===== src/rtl/btle_rx_scan_ctrl.sv =====
// BLE advertising-channel scan controller: hops 37/38/39, resets the rx core
// between channels, supervises packet reception and hands reports downstream.
module btle_rx_scan_ctrl #(
    parameter int CHANNEL_NUMBER_BIT_WIDTH = 6,
    parameter int LEN_UNIQUE_BIT_SEQUENCE  = 32,
    parameter int CRC_STATE_BIT_WIDTH      = 24,
    parameter int WINDOW_BIT_WIDTH         = 20
) (
    input  logic                                clk,
    input  logic                                rst_n,
    input  logic                                start,
    input  logic                                stop,
    input  logic [LEN_UNIQUE_BIT_SEQUENCE-1:0]  access_address,
    input  logic [CRC_STATE_BIT_WIDTH-1:0]      crc_init,
    input  logic [WINDOW_BIT_WIDTH-1:0]         scan_window,
    input  logic [WINDOW_BIT_WIDTH-1:0]         pkt_timeout,
    input  logic                                hit_flag,
    input  logic                                decode_end,
    input  logic                                crc_ok,
    input  logic [6:0]                          payload_length,
    output logic                                core_rst,
    output logic [CHANNEL_NUMBER_BIT_WIDTH-1:0] channel_number,
    output logic [LEN_UNIQUE_BIT_SEQUENCE-1:0]  unique_bit_sequence,
    output logic [CRC_STATE_BIT_WIDTH-1:0]      crc_state_init_bit,
    output logic                                rpt_valid,
    input  logic                                rpt_ready,
    output logic [CHANNEL_NUMBER_BIT_WIDTH-1:0] rpt_channel,
    output logic                                rpt_crc_ok,
    output logic [6:0]                          rpt_length,
    output logic                                rpt_timeout,
    output logic                                busy,
    output logic [7:0]                          good_pkt_count
);

    localparam int CW = CHANNEL_NUMBER_BIT_WIDTH;
    localparam int AW = LEN_UNIQUE_BIT_SEQUENCE;
    localparam int KW = CRC_STATE_BIT_WIDTH;
    localparam int WW = WINDOW_BIT_WIDTH;
    localparam logic [CW-1:0] CH37 = CW'(37);
    localparam logic [CW-1:0] CH38 = CW'(38);
    localparam logic [CW-1:0] CH39 = CW'(39);

    typedef enum logic [2:0] {IDLE, RESET_CORE, LISTEN, RECEIVE, REPORT, HOP} state_t;

    state_t          state_q, state_d;
    logic            rc_cnt_q, rc_cnt_d;
    logic [WW-1:0]   win_cnt_q, win_cnt_d, to_cnt_q, to_cnt_d;
    logic [WW-1:0]   sw_q, sw_d, pt_q, pt_d;
    logic [AW-1:0]   aa_q, aa_d;
    logic [KW-1:0]   crc_q, crc_d;
    logic [CW-1:0]   chan_q, chan_d, rpt_chan_q, rpt_chan_d;
    logic            core_rst_q, core_rst_d, busy_q, busy_d;
    logic            rpt_valid_q, rpt_valid_d, rpt_crc_ok_q, rpt_crc_ok_d;
    logic            rpt_timeout_q, rpt_timeout_d, stop_pending_q, stop_pending_d;
    logic [6:0]      rpt_len_q, rpt_len_d;
    logic [7:0]      good_cnt_q, good_cnt_d;

    logic [WW-1:0]   win_last, to_last;
    logic            start_ok, handshake, win_done, to_done;

    // A zero window or timeout behaves as a single cycle.
    assign win_last  = (sw_q == '0) ? '0 : sw_q - WW'(1);
    assign to_last   = (pt_q == '0) ? '0 : pt_q - WW'(1);
    assign win_done  = (win_cnt_q == win_last);
    assign to_done   = (to_cnt_q == to_last);
    assign start_ok  = start && !stop;
    assign handshake = (state_q == REPORT) && rpt_valid_q && rpt_ready;

    always_ff @(posedge clk or negedge rst_n) begin
        if (!rst_n) begin
            state_q        <= IDLE;
            rc_cnt_q       <= 1'b0;
            win_cnt_q      <= '0;
            to_cnt_q       <= '0;
            sw_q           <= '0;
            pt_q           <= '0;
            aa_q           <= '0;
            crc_q          <= '0;
            chan_q         <= CH37;
            rpt_chan_q     <= '0;
            core_rst_q     <= 1'b1;
            busy_q         <= 1'b0;
            rpt_valid_q    <= 1'b0;
            rpt_crc_ok_q   <= 1'b0;
            rpt_timeout_q  <= 1'b0;
            rpt_len_q      <= '0;
            stop_pending_q <= 1'b0;
            good_cnt_q     <= '0;
        end else begin
            state_q        <= state_d;
            rc_cnt_q       <= rc_cnt_d;
            win_cnt_q      <= win_cnt_d;
            to_cnt_q       <= to_cnt_d;
            sw_q           <= sw_d;
            pt_q           <= pt_d;
            aa_q           <= aa_d;
            crc_q          <= crc_d;
            chan_q         <= chan_d;
            rpt_chan_q     <= rpt_chan_d;
            core_rst_q     <= core_rst_d;
            busy_q         <= busy_d;
            rpt_valid_q    <= rpt_valid_d;
            rpt_crc_ok_q   <= rpt_crc_ok_d;
            rpt_timeout_q  <= rpt_timeout_d;
            rpt_len_q      <= rpt_len_d;
            stop_pending_q <= stop_pending_d;
            good_cnt_q     <= good_cnt_d;
        end
    end

    always_comb begin
        state_d = state_q;
        unique case (state_q)
            IDLE:       if (start_ok) state_d = RESET_CORE;
            RESET_CORE: if (stop) state_d = IDLE;
                        else if (rc_cnt_q) state_d = LISTEN;
            LISTEN:     if (stop) state_d = IDLE;
                        else if (hit_flag) state_d = RECEIVE;
                        else if (win_done) state_d = HOP;
            RECEIVE:    if (decode_end || to_done) state_d = REPORT;
            REPORT:     if (handshake) state_d = HOP;
            HOP:        state_d = stop_pending_q ? IDLE : RESET_CORE;
            default:    state_d = IDLE;
        endcase
    end

    // Outputs are registered, so they are derived from the upcoming state.
    always_comb begin
        sw_d           = sw_q;
        pt_d           = pt_q;
        aa_d           = aa_q;
        crc_d          = crc_q;
        chan_d         = chan_q;
        rpt_chan_d     = rpt_chan_q;
        rpt_crc_ok_d   = rpt_crc_ok_q;
        rpt_timeout_d  = rpt_timeout_q;
        rpt_len_d      = rpt_len_q;
        good_cnt_d     = good_cnt_q;
        stop_pending_d = stop_pending_q;
        rc_cnt_d       = (state_q == RESET_CORE) && !rc_cnt_q;
        win_cnt_d      = (state_q == LISTEN)  ? win_cnt_q + WW'(1) : '0;
        to_cnt_d       = (state_q == RECEIVE) ? to_cnt_q + WW'(1)  : '0;
        core_rst_d     = (state_d == IDLE) || (state_d == RESET_CORE);
        busy_d         = (state_d != IDLE);
        rpt_valid_d    = (state_d == REPORT);

        if (state_q == IDLE && start_ok) begin
            aa_d   = access_address;
            crc_d  = crc_init;
            sw_d   = scan_window;
            pt_d   = pkt_timeout;
            chan_d = CH37;
        end

        if (state_q == HOP) begin
            unique case (chan_q)
                CH37:    chan_d = CH38;
                CH38:    chan_d = CH39;
                default: chan_d = CH37;
            endcase
        end

        if (state_q == RECEIVE) begin
            if (decode_end) begin
                rpt_chan_d    = chan_q;
                rpt_crc_ok_d  = crc_ok;
                rpt_len_d     = payload_length;
                rpt_timeout_d = 1'b0;
            end else if (to_done) begin
                rpt_chan_d    = chan_q;
                rpt_crc_ok_d  = 1'b0;
                rpt_len_d     = '0;
                rpt_timeout_d = 1'b1;
            end
        end

        if (handshake && rpt_crc_ok_q) good_cnt_d = good_cnt_q + 8'd1;

        if (state_d == IDLE) stop_pending_d = 1'b0;
        else if (stop && (state_q == RECEIVE || state_q == REPORT || state_q == HOP))
            stop_pending_d = 1'b1;
    end

    assign core_rst            = core_rst_q;
    assign channel_number      = chan_q;
    assign unique_bit_sequence = aa_q;
    assign crc_state_init_bit  = crc_q;
    assign rpt_valid           = rpt_valid_q;
    assign rpt_channel         = rpt_chan_q;
    assign rpt_crc_ok          = rpt_crc_ok_q;
    assign rpt_length          = rpt_len_q;
    assign rpt_timeout         = rpt_timeout_q;
    assign busy                = busy_q;
    assign good_pkt_count      = good_cnt_q;

endmodule


===== config.mk =====
export PLATFORM = sky130hd
export DESIGN_NAME = btle_rx_scan_ctrl
export DESIGN_NICKNAME = d
export VERILOG_FILES = /design/src/rtl/btle_rx_scan_ctrl.sv
export SDC_FILE = /design/constraint.sdc
export NUM_CORES = 1
export LEC_CHECK = 0
export ABC_AREA = 1
export BUFFER_PORTS_ARGS = -buffer_cell sky130_fd_sc_hd__buf_2
export CAP_MARGIN = 20
export CELL_PAD_IN_SITES_DETAIL_PLACEMENT = 2
export CELL_PAD_IN_SITES_GLOBAL_PLACEMENT = 2
export CORE_MARGIN = 3
export CORE_UTILIZATION = 33
export CTS_BUF_LIST = sky130_fd_sc_hd__clkbuf_4 sky130_fd_sc_hd__clkbuf_8
export CTS_CLUSTER_DIAMETER = 80
export DETAILED_ROUTE_END_ITERATION = 16
export PLACE_DENSITY_LB_ADDON = 0.2
export SYNTH_ARGS = -nofsm -noshare
export SYNTH_HDL_FRONTEND = slang
export SYNTH_SLANG_ARGS = --single-unit
export TNS_END_PERCENT = 30

===== constraint.sdc =====
create_clock -name clk -period 2.8 [get_ports clk]
set_clock_uncertainty 0.05 [all_clocks]
set_input_delay 0.28 -clock clk [delete_from_list [all_inputs] [get_ports clk]]
set_output_delay 0.28 -clock clk [all_outputs]
set_load 0.02 [all_outputs]

==> metrics.txt <==
first-pass GRT wire length=54260 microns; pwr dens=860.0 nW/um^2; count of input and output buffers=192; remaining global-route overflow=0; top achievable clock speed=380.1 MHz; worst min path class=primary input to flop; post-DP HPWL=22990 microns; post-synth top area cell=dfrtp_1; worst vdd ir=420.7 uV; count leader, synth=nand2_1; sequential fraction of the synthesis area=47.02%; met1 usage=25.91%; Setup CP Type=flop to flop; Synth Cell Area=8840 sq um; drt first-iter violations=229; Period minus WS final=2631 ps; Final Setup Violations=0; GR Layer Usage met3=4.799%; tightest hold margin=32.67 ps; wire length per cell=19.53 microns; Final Hold Vio Count=0; slew margin rel.=52.64%; vias per inst=5.013; placer congestion estimate=0.7783; CTS tree=built; number of flops mapped to enable cells by yosys=0; CP arrival=3000 ps; vias in the first global route=9993; fin crit share=93.95%; number of antenna violations at the first check in global routing=2; worst-margin pin slew=710.3 ps; drt pass-1 iters=6; Post-DRT Antenna Nets=0; Critical Path Source Type=flop; largest net degree at the start of global routing=65; CTS sink cnt=166; Mapped Avg Cell Area=8.170 sq um; yosys warns=0; Leak=5.766 nW; die height=169.7 microns; clk buf depth=2; Die W=169.7 microns; share of cells above drive strength 1=27.16%; Die ar.=28790 sq um; max_cap viols=0; I/O pin total=199; fill cell count=2914; via count=8717; Max FO, Critical Path=5; Worst Path Required=3160 ps; Critical R2R Launch=sw_q[1]; ys async rst share=100.0%; CORE AREA=26210 sq um; row cnt=59; RSZ-0062 raised after global routing=true; critical path startpoint=sw_q[1]; flops & latches, synth=166; top cells by instance count after synthesis=nand2_1 (249), dfrtp_1 (164), nor2_1 (151); post-layout util=45.38%; met2 GRT Util=46.80%; Clk Tree Root Cell=clkbuf_8; P&R area growth vs syn=34.52%; wirelength, routed=33960 microns; max-slew violation count=0; CTS Buf Count=17; Post-layout nets=1507; most area-consuming cells after synthesis=dfrtp_1 (46%), nand2_1 (11%), mux2_2 (7.8%), nor2_1 (6.4%), inv_1 (5.0%); Initial Utilization=33.73%; status=finished clean; htree depth=4; post-synth cell types=40; Synth top area share=46.43%; Clock transition at path regs=130 ps; All-Layer GR Usage=23.80%; Post-route DRC=0; Syn Inst Count=1082; launch point of the worst hold path=scan_window[19]; Setup crit end kind=flop; grt peak-use layer=met2; main flop type after synthesis=dfrtp_1; Clock Latency Late Sink=480 ps
layout by cell type, fill, tap and decap left out, types with 5 or more instances in the layout:
master,instances
o21ai_0,23
nor2_1,138
nand4_1,36
nand2_1,246
inv_2,7
nand3_1,74
conb_1,6
mux2_2,61
nor2_4,7
buf_4,26
a21oi_1,67
dlygate4sd3_1,90
a22o_1,7
xor2_1,14
nand2_2,6
buf_2,192
clkbuf_8,17
dfrtp_1,161
nor3_1,22
buf_12,5
inv_1,115
nand3_2,5
nor2_2,16
nand3_4,5
nand3b_1,5
inv_8,6
layout make-up:
type	instances	area (sq um)	share of cell area, %
antenna	1	2.502	0.02104
tap	335	419.2	3.525
timing repair buffer	315	2183	18.36
sequential	166	4160	34.99
clock buffer	17	234.0	1.968
clock inverter	15	226.5	1.904
multi-input combinational	767	4204	35.35
inverter	123	461.7	3.883
where the power goes:
part | internal, W | switching, W
Clock | 0.000873 | 0.00118
Sequential | 0.00320 | 0.000647
Combinational | 0.00165 | 0.00269
Total | 0.00572 | 0.00451
state kept, by name, summed over array words and instances (netlist names):
register	flops
rpt_valid	1
crc_state_init_bit	24
to_cnt_q	20
unique_bit_sequence	32
rpt_length	7
win_cnt_q	20
rpt_channel	3
channel_number	2
core_rst	1
pt_q	20
sw_q	20
rpt_timeout	1
busy	1
rc_cnt_q	1
stop_pending_q	1
state_q	3
good_pkt_count	8
rpt_crc_ok	1
per-layer routing:
metal  share of wire (%)  wire length [microns]  up-vias
met5               0.050                     17        -
met4                 1.9                    636        2
met3                 3.1                   1050       42
met2                  57                  19310      136
met1                  38                  12940     4406
li1                    -                      -     4131
cells by family (layout without fill, tap and decap cells):
group	after synthesis	after routing	share of synthesized area (%)
xor+xnor	15	15	1.486
other cells	2	7	0.08496
flops	166	166	47.02
fa+ha+maj	6	6	0.8492
mux	61	61	7.771
buf+inv	155	470	7.346
compound gates	104	104	6.299
simple gates	573	575	29.14
stage by stage:
step	std cells	area [sq um]	total power (W)	setup WS (ps)	TNS, ps
2_1_floorplan	1086	8855	0.006336	516.4	0
3_5_place_dp	1608	10320	0.007936	-17.22	-26.86
6_report	1739	11890	0.01023	169.4	0
4_1_cts	1730	11720	0.01012	-2.650	-2.650
3_3_place_gp	1608	10320	0.007723	117.7	0
5_1_grt	1739	11890	0.01100	-57.61	-160.9
final timing paths:
kind                                  endpoint  slack [ps]  cells after the start
min in group asynchronous             sw_q[10]         330                      2
worst min register to register        rc_cnt_q         420                      1
worst min-delay path                  sw_q[19]          30                      3
max in group asynchronous             core_rst        1620                      3
worst max-delay path            stop_pending_q         170                     16
worst max register to register  stop_pending_q         170                     16
repair_timing:
item	4_1_cts	5_1_grt
setup endpoints to repair	6	21
cloned	1	1
buffers inserted	0	6
gates resized for setup	9	30
pin swaps	1	7
hold endpoints to repair	147	1
hold buffers	89	1
worst max-delay path: stages, from the launching register on:
cell and delay (ps):
dfrtp_1 410, inv_2 80, ha_4 150, nand3_4 130, nor2_1 290, nand2_1 110
nand2_1 100, nand3_1 80, nand2_1 80, nand2_1 70, nor2_1 110, nand2_1 70
nor2_2 140, nand3_2 130, a21oi_1 330, nor2_4 90, a21oi_1 160
Power figures use the tool's default switching activity.
